**config.mk**
```make
export PLATFORM = sky130hd
export DESIGN_NAME = qea_run_sequencer
export DESIGN_NICKNAME = d
export VERILOG_FILES = /design/src/rtl/qea_run_sequencer.sv
export SDC_FILE = /design/constraint.sdc
export NUM_CORES = 1
export LEC_CHECK = 0
export ABC_CLOCK_PERIOD_IN_PS = 5200
export CAP_MARGIN = 40
export CORE_AREA = 2 2 406 408
export CTS_CLUSTER_SIZE = 14
export DETAILED_ROUTE_END_ITERATION = 10
export DIE_AREA = 0 0 408 410
export PLACE_DENSITY = 0.32
export SLEW_MARGIN = 20
export SYNTH_ARGS = -nofsm -noshare
export SYNTH_HDL_FRONTEND = slang
export SYNTH_SLANG_ARGS = --single-unit
```
**constraint.sdc**
```tcl
create_clock -name clk -period 5.2 [get_ports clk]
set_clock_uncertainty 0.05 [all_clocks]
set_input_delay 1.04 -clock clk [delete_from_list [all_inputs] [get_ports clk]]
set_output_delay 1.04 -clock clk [all_outputs]
set_load 0.02 [all_outputs]
```
**src/rtl/qea_run_sequencer.sv**
```systemverilog
// Host-side run controller for the QEA core: loads gate context, seeds the state RAM with a
// basis state, starts and times the run, then streams the final state vector out.
module qea_run_sequencer #(
  parameter int unsigned PE_NUM_WIDTH            = 2,
  parameter int unsigned PE_NUM                  = 4,
  parameter int unsigned DATA_WIDTH              = 32,
  parameter int unsigned STATE_DATA_WIDTH        = 64,
  parameter int unsigned STATE_ADDR_WIDTH        = 16,
  parameter int unsigned GATE_CONTEXT_DATA_WIDTH = 64,
  parameter int unsigned GATE_CONTEXT_ADDR_WIDTH = 16,
  parameter int unsigned MAX_QBIT_WIDTH          = 6,
  parameter int unsigned NUM_FRAC_BIT            = 30,
  parameter int unsigned RD_LATENCY              = 1,
  parameter int unsigned CYC_WIDTH               = 32
) (
  input  logic                                   clk,
  input  logic                                   rst,
  input  logic                                   i_go,
  input  logic [MAX_QBIT_WIDTH-1:0]              i_qbit_num,
  input  logic [GATE_CONTEXT_ADDR_WIDTH:0]       i_ins_num,
  input  logic [STATE_ADDR_WIDTH+PE_NUM_WIDTH-1:0] i_basis_idx,
  input  logic [CYC_WIDTH-1:0]                   i_timeout,
  input  logic                                   i_ctx_valid,
  output logic                                   o_ctx_ready,
  input  logic [GATE_CONTEXT_DATA_WIDTH-1:0]     i_ctx_data,
  output logic                                   o_ctx_en,
  output logic                                   o_ctx_wea,
  output logic [GATE_CONTEXT_ADDR_WIDTH-1:0]     o_ctx_addr,
  output logic [GATE_CONTEXT_DATA_WIDTH-1:0]     o_ctx_data,
  output logic [PE_NUM-1:0]                      o_state_ena,
  output logic [PE_NUM-1:0]                      o_state_wea,
  output logic [STATE_ADDR_WIDTH-1:0]            o_state_addra,
  output logic [PE_NUM*STATE_DATA_WIDTH-1:0]     o_state_dina,
  output logic                                   o_start,
  input  logic                                   i_complete,
  input  logic [PE_NUM*STATE_DATA_WIDTH-1:0]     i_state_dout,
  output logic                                   o_rd_valid,
  input  logic                                   i_rd_ready,
  output logic [PE_NUM*STATE_DATA_WIDTH-1:0]     o_rd_data,
  output logic                                   o_rd_last,
  output logic                                   o_busy,
  output logic                                   o_done,
  output logic [1:0]                             o_err,
  output logic [CYC_WIDTH-1:0]                   o_run_cycles
);

  localparam int unsigned KW     = STATE_ADDR_WIDTH + PE_NUM_WIDTH;
  localparam int unsigned KM_W   = KW + 1;
  localparam int unsigned WCNT_W = STATE_ADDR_WIDTH + 1;
  localparam int unsigned ICNT_W = GATE_CONTEXT_ADDR_WIDTH + 1;
  localparam int unsigned WORD_W = PE_NUM * STATE_DATA_WIDTH;
  localparam int unsigned LAT_W  = $clog2(RD_LATENCY + 1);

  localparam logic [1:0] ErrNone    = 2'd0;
  localparam logic [1:0] ErrQbit    = 2'd1;
  localparam logic [1:0] ErrTimeout = 2'd2;

  localparam logic [DATA_WIDTH-1:0]       OneReal = DATA_WIDTH'(1) << NUM_FRAC_BIT;
  localparam logic [STATE_DATA_WIDTH-1:0] AmpOne  = {OneReal, {DATA_WIDTH{1'b0}}};

  typedef enum logic [2:0] {
    StIdle,
    StLoadCtx,
    StLoadState,
    StStart,
    StRun,
    StIssue,
    StWait,
    StOut
  } state_e;

  state_e                      state;
  logic [ICNT_W-1:0]           ins_num;
  logic [ICNT_W-1:0]           ctx_cnt;
  logic [STATE_ADDR_WIDTH-1:0] last_addr;
  logic [STATE_ADDR_WIDTH-1:0] word_addr;
  logic [STATE_ADDR_WIDTH-1:0] basis_addr;
  logic [PE_NUM_WIDTH-1:0]     basis_lane;
  logic [LAT_W-1:0]            lat_cnt;

  // Decode of the run request, only consumed in IDLE.
  logic                      qbit_bad;
  logic [MAX_QBIT_WIDTH-1:0] addr_bits;
  logic [WCNT_W-1:0]         word_count;
  logic [KM_W-1:0]           k_mask;
  logic [KW-1:0]             k_trunc;

  always_comb begin
    qbit_bad   = (i_qbit_num < MAX_QBIT_WIDTH'(PE_NUM_WIDTH)) ||
                 (i_qbit_num > MAX_QBIT_WIDTH'(STATE_ADDR_WIDTH + PE_NUM_WIDTH));
    addr_bits  = i_qbit_num - MAX_QBIT_WIDTH'(PE_NUM_WIDTH);
    word_count = WCNT_W'(1) << addr_bits;
    k_mask     = (KM_W'(1) << i_qbit_num) - KM_W'(1);
    k_trunc    = i_basis_idx & k_mask[KW-1:0];
  end

  // Lane 0 sits in the most significant amplitude slice.
  logic [WORD_W-1:0] init_word;

  always_comb begin
    init_word = '0;
    for (int l = 0; l < int'(PE_NUM); l++) begin
      if (PE_NUM_WIDTH'(l) == basis_lane) begin
        init_word[(int'(PE_NUM) - l) * int'(STATE_DATA_WIDTH) - 1 -: STATE_DATA_WIDTH] = AmpOne;
      end
    end
  end

  logic [CYC_WIDTH-1:0] run_cycles_inc;
  assign run_cycles_inc = o_run_cycles + CYC_WIDTH'(1);

  assign o_busy      = (state != StIdle);
  assign o_ctx_ready = (state == StLoadCtx);

  always_ff @(posedge clk) begin
    if (rst) begin
      state         <= StIdle;
      ins_num       <= '0;
      ctx_cnt       <= '0;
      last_addr     <= '0;
      word_addr     <= '0;
      basis_addr    <= '0;
      basis_lane    <= '0;
      lat_cnt       <= '0;
      o_ctx_en      <= 1'b0;
      o_ctx_wea     <= 1'b0;
      o_ctx_addr    <= '0;
      o_ctx_data    <= '0;
      o_state_ena   <= '0;
      o_state_wea   <= '0;
      o_state_addra <= '0;
      o_state_dina  <= '0;
      o_start       <= 1'b0;
      o_rd_valid    <= 1'b0;
      o_rd_data     <= '0;
      o_rd_last     <= 1'b0;
      o_done        <= 1'b0;
      o_err         <= ErrNone;
      o_run_cycles  <= '0;
    end else begin
      o_ctx_en    <= 1'b0;
      o_ctx_wea   <= 1'b0;
      o_state_ena <= '0;
      o_state_wea <= '0;
      o_start     <= 1'b0;
      o_done      <= 1'b0;

      unique case (state)
        StIdle: begin
          if (i_go) begin
            if (qbit_bad) begin
              o_err <= ErrQbit;
            end else begin
              o_err      <= ErrNone;
              ins_num    <= i_ins_num;
              ctx_cnt    <= '0;
              word_addr  <= '0;
              last_addr  <= STATE_ADDR_WIDTH'(word_count - WCNT_W'(1));
              basis_addr <= k_trunc[KW-1:PE_NUM_WIDTH];
              basis_lane <= k_trunc[PE_NUM_WIDTH-1:0];
              state      <= (i_ins_num == '0) ? StLoadState : StLoadCtx;
            end
          end
        end

        StLoadCtx: begin
          if (i_ctx_valid) begin
            o_ctx_en   <= 1'b1;
            o_ctx_wea  <= 1'b1;
            o_ctx_addr <= ctx_cnt[GATE_CONTEXT_ADDR_WIDTH-1:0];
            o_ctx_data <= i_ctx_data;
            ctx_cnt    <= ctx_cnt + ICNT_W'(1);
            if (ctx_cnt == ins_num - ICNT_W'(1)) begin
              state <= StLoadState;
            end
          end
        end

        StLoadState: begin
          o_state_ena   <= '1;
          o_state_wea   <= '1;
          o_state_addra <= word_addr;
          o_state_dina  <= (word_addr == basis_addr) ? init_word : '0;
          if (word_addr == last_addr) begin
            word_addr <= '0;
            state     <= StStart;
          end else begin
            word_addr <= word_addr + STATE_ADDR_WIDTH'(1);
          end
        end

        StStart: begin
          o_start      <= 1'b1;
          o_run_cycles <= '0;
          state        <= StRun;
        end

        StRun: begin
          // A completion coinciding with the start pulse belongs to a stale run.
          if (i_complete && !o_start) begin
            state <= StIssue;
          end else begin
            o_run_cycles <= run_cycles_inc;
            if ((i_timeout != '0) && (run_cycles_inc == i_timeout)) begin
              o_err <= ErrTimeout;
              state <= StIdle;
            end
          end
        end

        StIssue: begin
          o_state_ena   <= '1;
          o_state_addra <= word_addr;
          lat_cnt       <= '0;
          state         <= StWait;
        end

        StWait: begin
          if (lat_cnt == LAT_W'(RD_LATENCY)) begin
            o_rd_data  <= i_state_dout;
            o_rd_valid <= 1'b1;
            o_rd_last  <= (word_addr == last_addr);
            state      <= StOut;
          end else begin
            lat_cnt <= lat_cnt + LAT_W'(1);
          end
        end

        StOut: begin
          if (i_rd_ready) begin
            o_rd_valid <= 1'b0;
            o_rd_last  <= 1'b0;
            if (o_rd_last) begin
              o_done <= 1'b1;
              state  <= StIdle;
            end else begin
              word_addr <= word_addr + STATE_ADDR_WIDTH'(1);
              state     <= StIssue;
            end
          end
        end

        default: state <= StIdle;
      endcase
    end
  end

endmodule

```
After elaboration in Yosys (flattened, before gate mapping)
Index checks and enable logic that the tools add are counted.
{"block": "totals", "reg_bits": 743, "out_inout_bits": 658, "wordCells": 137}
{"block": "classes", "n_addsub": 8, "order_cmp": 2, "eq_ne": 25, "shifts": 2, "mux": 46, "bitwise_logic": 5, "n_reduce_logical": 27}
{"operator": "two-way mux 256 bit", "n": 1}
{"operator": "two-way mux 63 bit", "n": 4}
{"operator": "two-way mux 16 bit", "n": 5}
{"operator": "one-hot mux 32 bit (2 select lines)", "n": 1}
{"operator": "two-way mux 17 bit", "n": 3}
{"operator": "one-hot mux 16 bit (3 select lines)", "n": 1}
{"operator": "one-hot mux 17 bit (2 select lines)", "n": 1}
{"operator": "adder 32 x 1 -> 32 bit (second input constant)", "n": 1}
{"operator": "equality test 16 bit", "n": 2}
{"operator": "equality test 32 bit", "n": 1}
{"operator": "two-way mux 32 bit", "n": 1}
{"operator": "nonzero test 32 bit", "n": 1}
{"operator": "two-way mux 3 bit", "n": 10}
{"operator": "one-hot mux 3 bit (8 select lines)", "n": 1}
{"operator": "AND 18 bit", "n": 1}
{"operator": "inequality test 2 bit (second input constant)", "n": 9}
{"operator": "<< shifter 1 x 6 -> 18 bit (first input constant)", "n": 1}
{"operator": "subtractor 18 x 2 -> 18 bit (second input constant)", "n": 1}
{"operator": "adder 17 x 1 -> 17 bit (second input constant)", "n": 1}
{"operator": "equality test 17 bit", "n": 1}
{"operator": "logical NOT 17 bit", "n": 1}
{"operator": "subtractor 17 x 1 -> 17 bit (second input constant)", "n": 1}
{"operator": "adder 16 x 1 -> 16 bit (second input constant)", "n": 1}
{"operator": "<< shifter 1 x 6 -> 16 bit (first input constant)", "n": 1}
{"operator": "32 further kinds", "n": 64}

Depth between registers and ports, before layout
{"block": "depth", "ltp_word": 6, "ltp_mapped": 16}

Worst setup path before layout
OpenSTA, ideal clock, no wires.
{"block": "synth_timing", "path_type": "input to register", "from": "input i_qbit_num[1]", "to": "register last_addr[6]", "setup_ps": 65, "arrival_ps": 3603, "path_slack_ps": 1481, "cell_stages": 16, "n_path_buf": 4, "cell_sequence": "clkbuf_1 clkbuf_1 inv_1 ha_1 nor2_1 nand3_1 a21oi_1 clkbuf_1 nand4b_1 ha_1 clkbuf_1 nor3_1 a21oi_1 o211ai_1 o21ai_0 nor2_1"}
{"block": "synth_via", "elab_chain_cells": 4, "word_cells_on_any_way": 8, "classes_between": "add/sub: 2; order compare: 2; shift: 1; bitwise: 1; reduce/logical: 2"}
{"item": "start, declared", "line_no": "19", "rtl": "input logic [MAX_QBIT_WIDTH-1:0] i_qbit_num,"}
{"item": "parallel branches: the longest is 4 deep, another holds subtractor 16 x 1 -> 16 bit"}
{"item": "end signal, assigned", "line_no": "158", "rtl": "last_addr <= STATE_ADDR_WIDTH'(word_count - WCNT_W'(1));"}
{"item": "end, declared", "line_no": "75", "rtl": "logic [STATE_ADDR_WIDTH-1:0] last_addr;"}
Parallel ways; which one is timed is not known.
A chain may end at the register's enable or synchronous reset.

Worst setup path after layout
{"block": "layout_timing", "from": "register state[1]", "to": "output o_ctx_ready"}
{"block": "layout_via", "elab_chain_cells": 1}
{"item": "start, declared", "line_no": "72", "rtl": "state_e state;"}
{"item": "start signal, assigned", "line_no": "117", "rtl": "state <= StIdle;"}
{"item": "start signal, assigned", "line_no": "161", "rtl": "state <= (i_ins_num == '0) ? StLoadState : StLoadCtx;"}
{"item": "start signal, assigned", "line_no": "174", "rtl": "state <= StLoadState;"}
{"item": "equality test 3 x 1 -> 1 bit", "line_no": "113", "rtl": "assign o_ctx_ready = (state == StLoadCtx);"}
{"item": "end, declared", "line_no": "24", "rtl": "output logic o_ctx_ready,"}
No other way between the ends.

==> results.sh <==
export IMPL_result_of_the_run="complete, no violations"
export IMPL_fin_crit_ps=3900
export IMPL_power_density_mw_per_mm2=315
export IMPL_routed_wl_met2_mm=54.0
export IMPL_core_area_sq_mm=0.163
export IMPL_postSynth_topFlopCell="dfxtp_1"
export IMPL_ys_warnings_count=0
export IMPL_end_kind="output port"
export IMPL_finalNonFillerCells=5881
export IMPL_area_growth_syn_to_layout_pct=52.4
export IMPL_cts_tree="done"
export IMPL_worst_ep_arrival_time_ps=2810
export IMPL_h_tree_depth=3
export IMPL_fin_ws_ps=1300
export IMPL_cts_root_to_sink_buffers=3
export IMPL_post_cts_buffers=0
export IMPL_ant_nets=0
export IMPL_clk_root_buffer_cell="clkbuf_16"
export IMPL_number_of_setup_violations_in_the_final_report=0
export IMPL_initial_utilization_pct=13.7
export IMPL_detailedRoute_firstPassIterationCount=5
export IMPL_number_of_standard_cells_after_synthesis=2941
export IMPL_mostFrequentLayoutCells="nand2_1, clkdlybuf4s50_1, dfxtp_1, a21oi_1, conb_1"
export IMPL_final_common_cell="nand2_1"
export IMPL_crit_required_ps=4110
export IMPL_synth_cell_area_sq_mm=0.0224
export IMPL_synth_area_top_cells="dfxtp_1, nand2_1, a21oi_1"
export IMPL_buffer_ports_inserted=804
export IMPL_drv_cap=0
export IMPL_slew_headroom_pct=16.8
export IMPL_final_min_period_over_clock_period_pct=74.9
export IMPL_seq_area_frac_synth_pct=43.4
export IMPL_grt_antenna_before_repair=12
export IMPL_synth_seq_cells=485
export IMPL_slowest_delay_ps=830
export IMPL_grt_ovf=0
export IMPL_drt_vias_per_instance=3.69
export IMPL_synth_edf_count=0
export IMPL_criticalPathCategory="flop to output port"
export IMPL_critical_path_slowest_cell="clkdlybuf4s50_1"
export IMPL_dieHeight_um=410
export IMPL_totalWireLength_mm=111
export IMPL_path_clk_slew_ps=50
export IMPL_synth_largest_type_area_fraction_pct=43.4
export IMPL_routed_wire_length_per_instance_um=18.8
export IMPL_timing_fmax_mhz=257
export IMPL_slew_violations=0
export IMPL_gp_congestion=0.785
export IMPL_cts_sinks=485
export IMPL_place_worst_setup_slack_ps=965
export IMPL_tightestPinTransition_ps=1250
export IMPL_ys_types=74
export IMPL_met3RoutedLength_mm=7.51
export IMPL_grt_pass1_wl_mm=156
export IMPL_post_route_cells_drive_above_1_share_pct=4.93
export IMPL_crit_fanout=18
export IMPL_number_of_global_route_vias_before_repair=20900
export IMPL_cts_resized=0
export IMPL_die_area_sq_mm=0.167
export IMPL_hpwl_mm=81.8
export IMPL_number_of_hold_violations_in_the_final_report=0
export IMPL_postCtsHoldBufs=0
export IMPL_synth_async_sr_flop_share_pct=0
export IMPL_numCtsBuffers=71
export IMPL_peakVddDrop_v=0.000197
export IMPL_violation_count_after_the_first_detailed_routing_iteration=1093
export IMPL_crit_path_cell_trace="inv_1, and3_1, clkdlybuf4s50_1"
export IMPL_worst_setup_path_start_kind="flop"
export IMPL_placed_instances=5750
export IMPL_ios=1057
export IMPL_die_w_um=408
export IMPL_drt_met1_wl_mm=46.9
export IMPL_clk_latency_ps=660
export IMPL_top_metal_layer_carrying_routed_signals="met5"
export IMPL_unrepaired_setup_endpoints_after_global_routing="false"
export IMPL_remaining_drc_errors=0
export IMPL_netlist_top_cell_by_area="dfxtp_1"
export IMPL_num_vias=21700
export IMPL_finalSetupTns_ps=0
export IMPL_global_route_usage_total_pct=12.6
export IMPL_nNetsFinal=4041
export IMPL_type_of_the_worst_min_delay_path="flop to flop"
export IMPL_syn_area_per_cell_sq_um=7.61
export IMPL_rows=149
export IMPL_fillers=18400
export IMPL_total_leakage_power_nw=11.3
export IMPL_grt_max_degree=183
synth_stat cells, drive strengths merged (4+ instances only):
master    n
nand2   834
dfxtp   485
a21oi   452
buf     285
clkbuf  188
nor2    120
xnor2    84
nand3    69
o21ai    66
xor2     45
nor3     42
nand4    36
nor4     32
inv      23
a211oi   16
or3      14
and3     13
a311oi   11
a31oi     9
nor3b     9
or4       9
ha        7
mux2i     7
o211ai    6
or2       6
and4      4
nand2b    4
nand3b    4
nand4b    4
nor2b     4
o21a      4
o22ai     4
routing by layer:
| layer | vias up | global-route usage [%] |
|---|---|---|
| met4 | 12 | 3.12 |
| met1 | 10300 | 15.5 |
| met3 | 128 | 3.98 |
| met5 | - | 0 |
| met2 | 672 | 21.4 |
| li1 | 10700 | - |
logic make-up after synthesis:
family / Yosys count / share of synthesized area (%)
buffers and inverters: 496 / 13.0
xor gates and xnor gates: 129 / 5.05
other: 1 / 0.0167
and+or+nand+nor: 1211 / 23.0
AOI/OAI and AO/OA: 604 / 14.8
DFF: 485 / 43.4
adders and majority gates: 7 / 0.391
muxes: 8 / 0.363
report_power, final:
group	switching, W	internal (W)	leakage (nW)
Clock	0.00207	0.00292	1.16
Combinational	0.00109	0.000722	6.24
Sequential	0.000108	0.00384	3.91
Total	0.00328	0.00748	11.3
area by class of cell:
class / instances / area, sq um / share of cell area [%]
flip-flops and latches: 485 / 9710 / 28.5
inverters: 23 / 86.3 / 0.253
multi-input cells: 2211 / 10700 / 31.5
repair buffers: 843 / 8430 / 24.7
clock inverters: 22 / 323 / 0.946
well taps: 2189 / 2740 / 8.03
diodes: 4 / 10.0 / 0.0293
clock buffers: 104 / 2080 / 6.10
sequential cells by signal (all words and copies together) (netlist names), 2 cells and up:
signal	count
o_rd_data	256
basis_lane	2
o_err	2
o_ctx_data	64
o_run_cycles	32
basis_addr	16
ctx_cnt	17
last_addr	16
ins_num	17
state	3
word_addr	16
o_ctx_addr	16
o_state_addra	16
o_state_dina	4
metrics by stage:
stage / area, sq um / util, % / total power (W) / hold slack [ps]
CTS: 34100 / 20.8 / 0.0111 / 403
floorplan: 23300 / - / 0.00513 / 393
detailed placement: 31700 / 19.4 / 0.00588 / 396
global route: 34100 / 20.9 / 0.0113 / 418
finish: 34100 / 20.9 / 0.0108 / 401
global placement: 31700 / 19.4 / 0.00589 / 391
path summary, 6_finish.rpt:
path / from / end / slack (ps) / depth (start not counted)
worst max-delay path: state[1] / o_ctx_ready / 1300 / 3
worst min-delay path: o_rd_data[55] / o_rd_data[55] / 400 / 2
worst max register to register: o_run_cycles[11] / o_err[0] / 1570 / 8
worst min register to register: o_rd_data[55] / o_rd_data[55] / 400 / 2
worst max-delay path, delay by kind of cell, from the launching register on:
kind | cells | cell delay, ps
DFF | 1 | 530
and+or+nand+nor | 1 | 580
buffers and inverters | 2 | 1030
(Power assumes the default switching activity.)
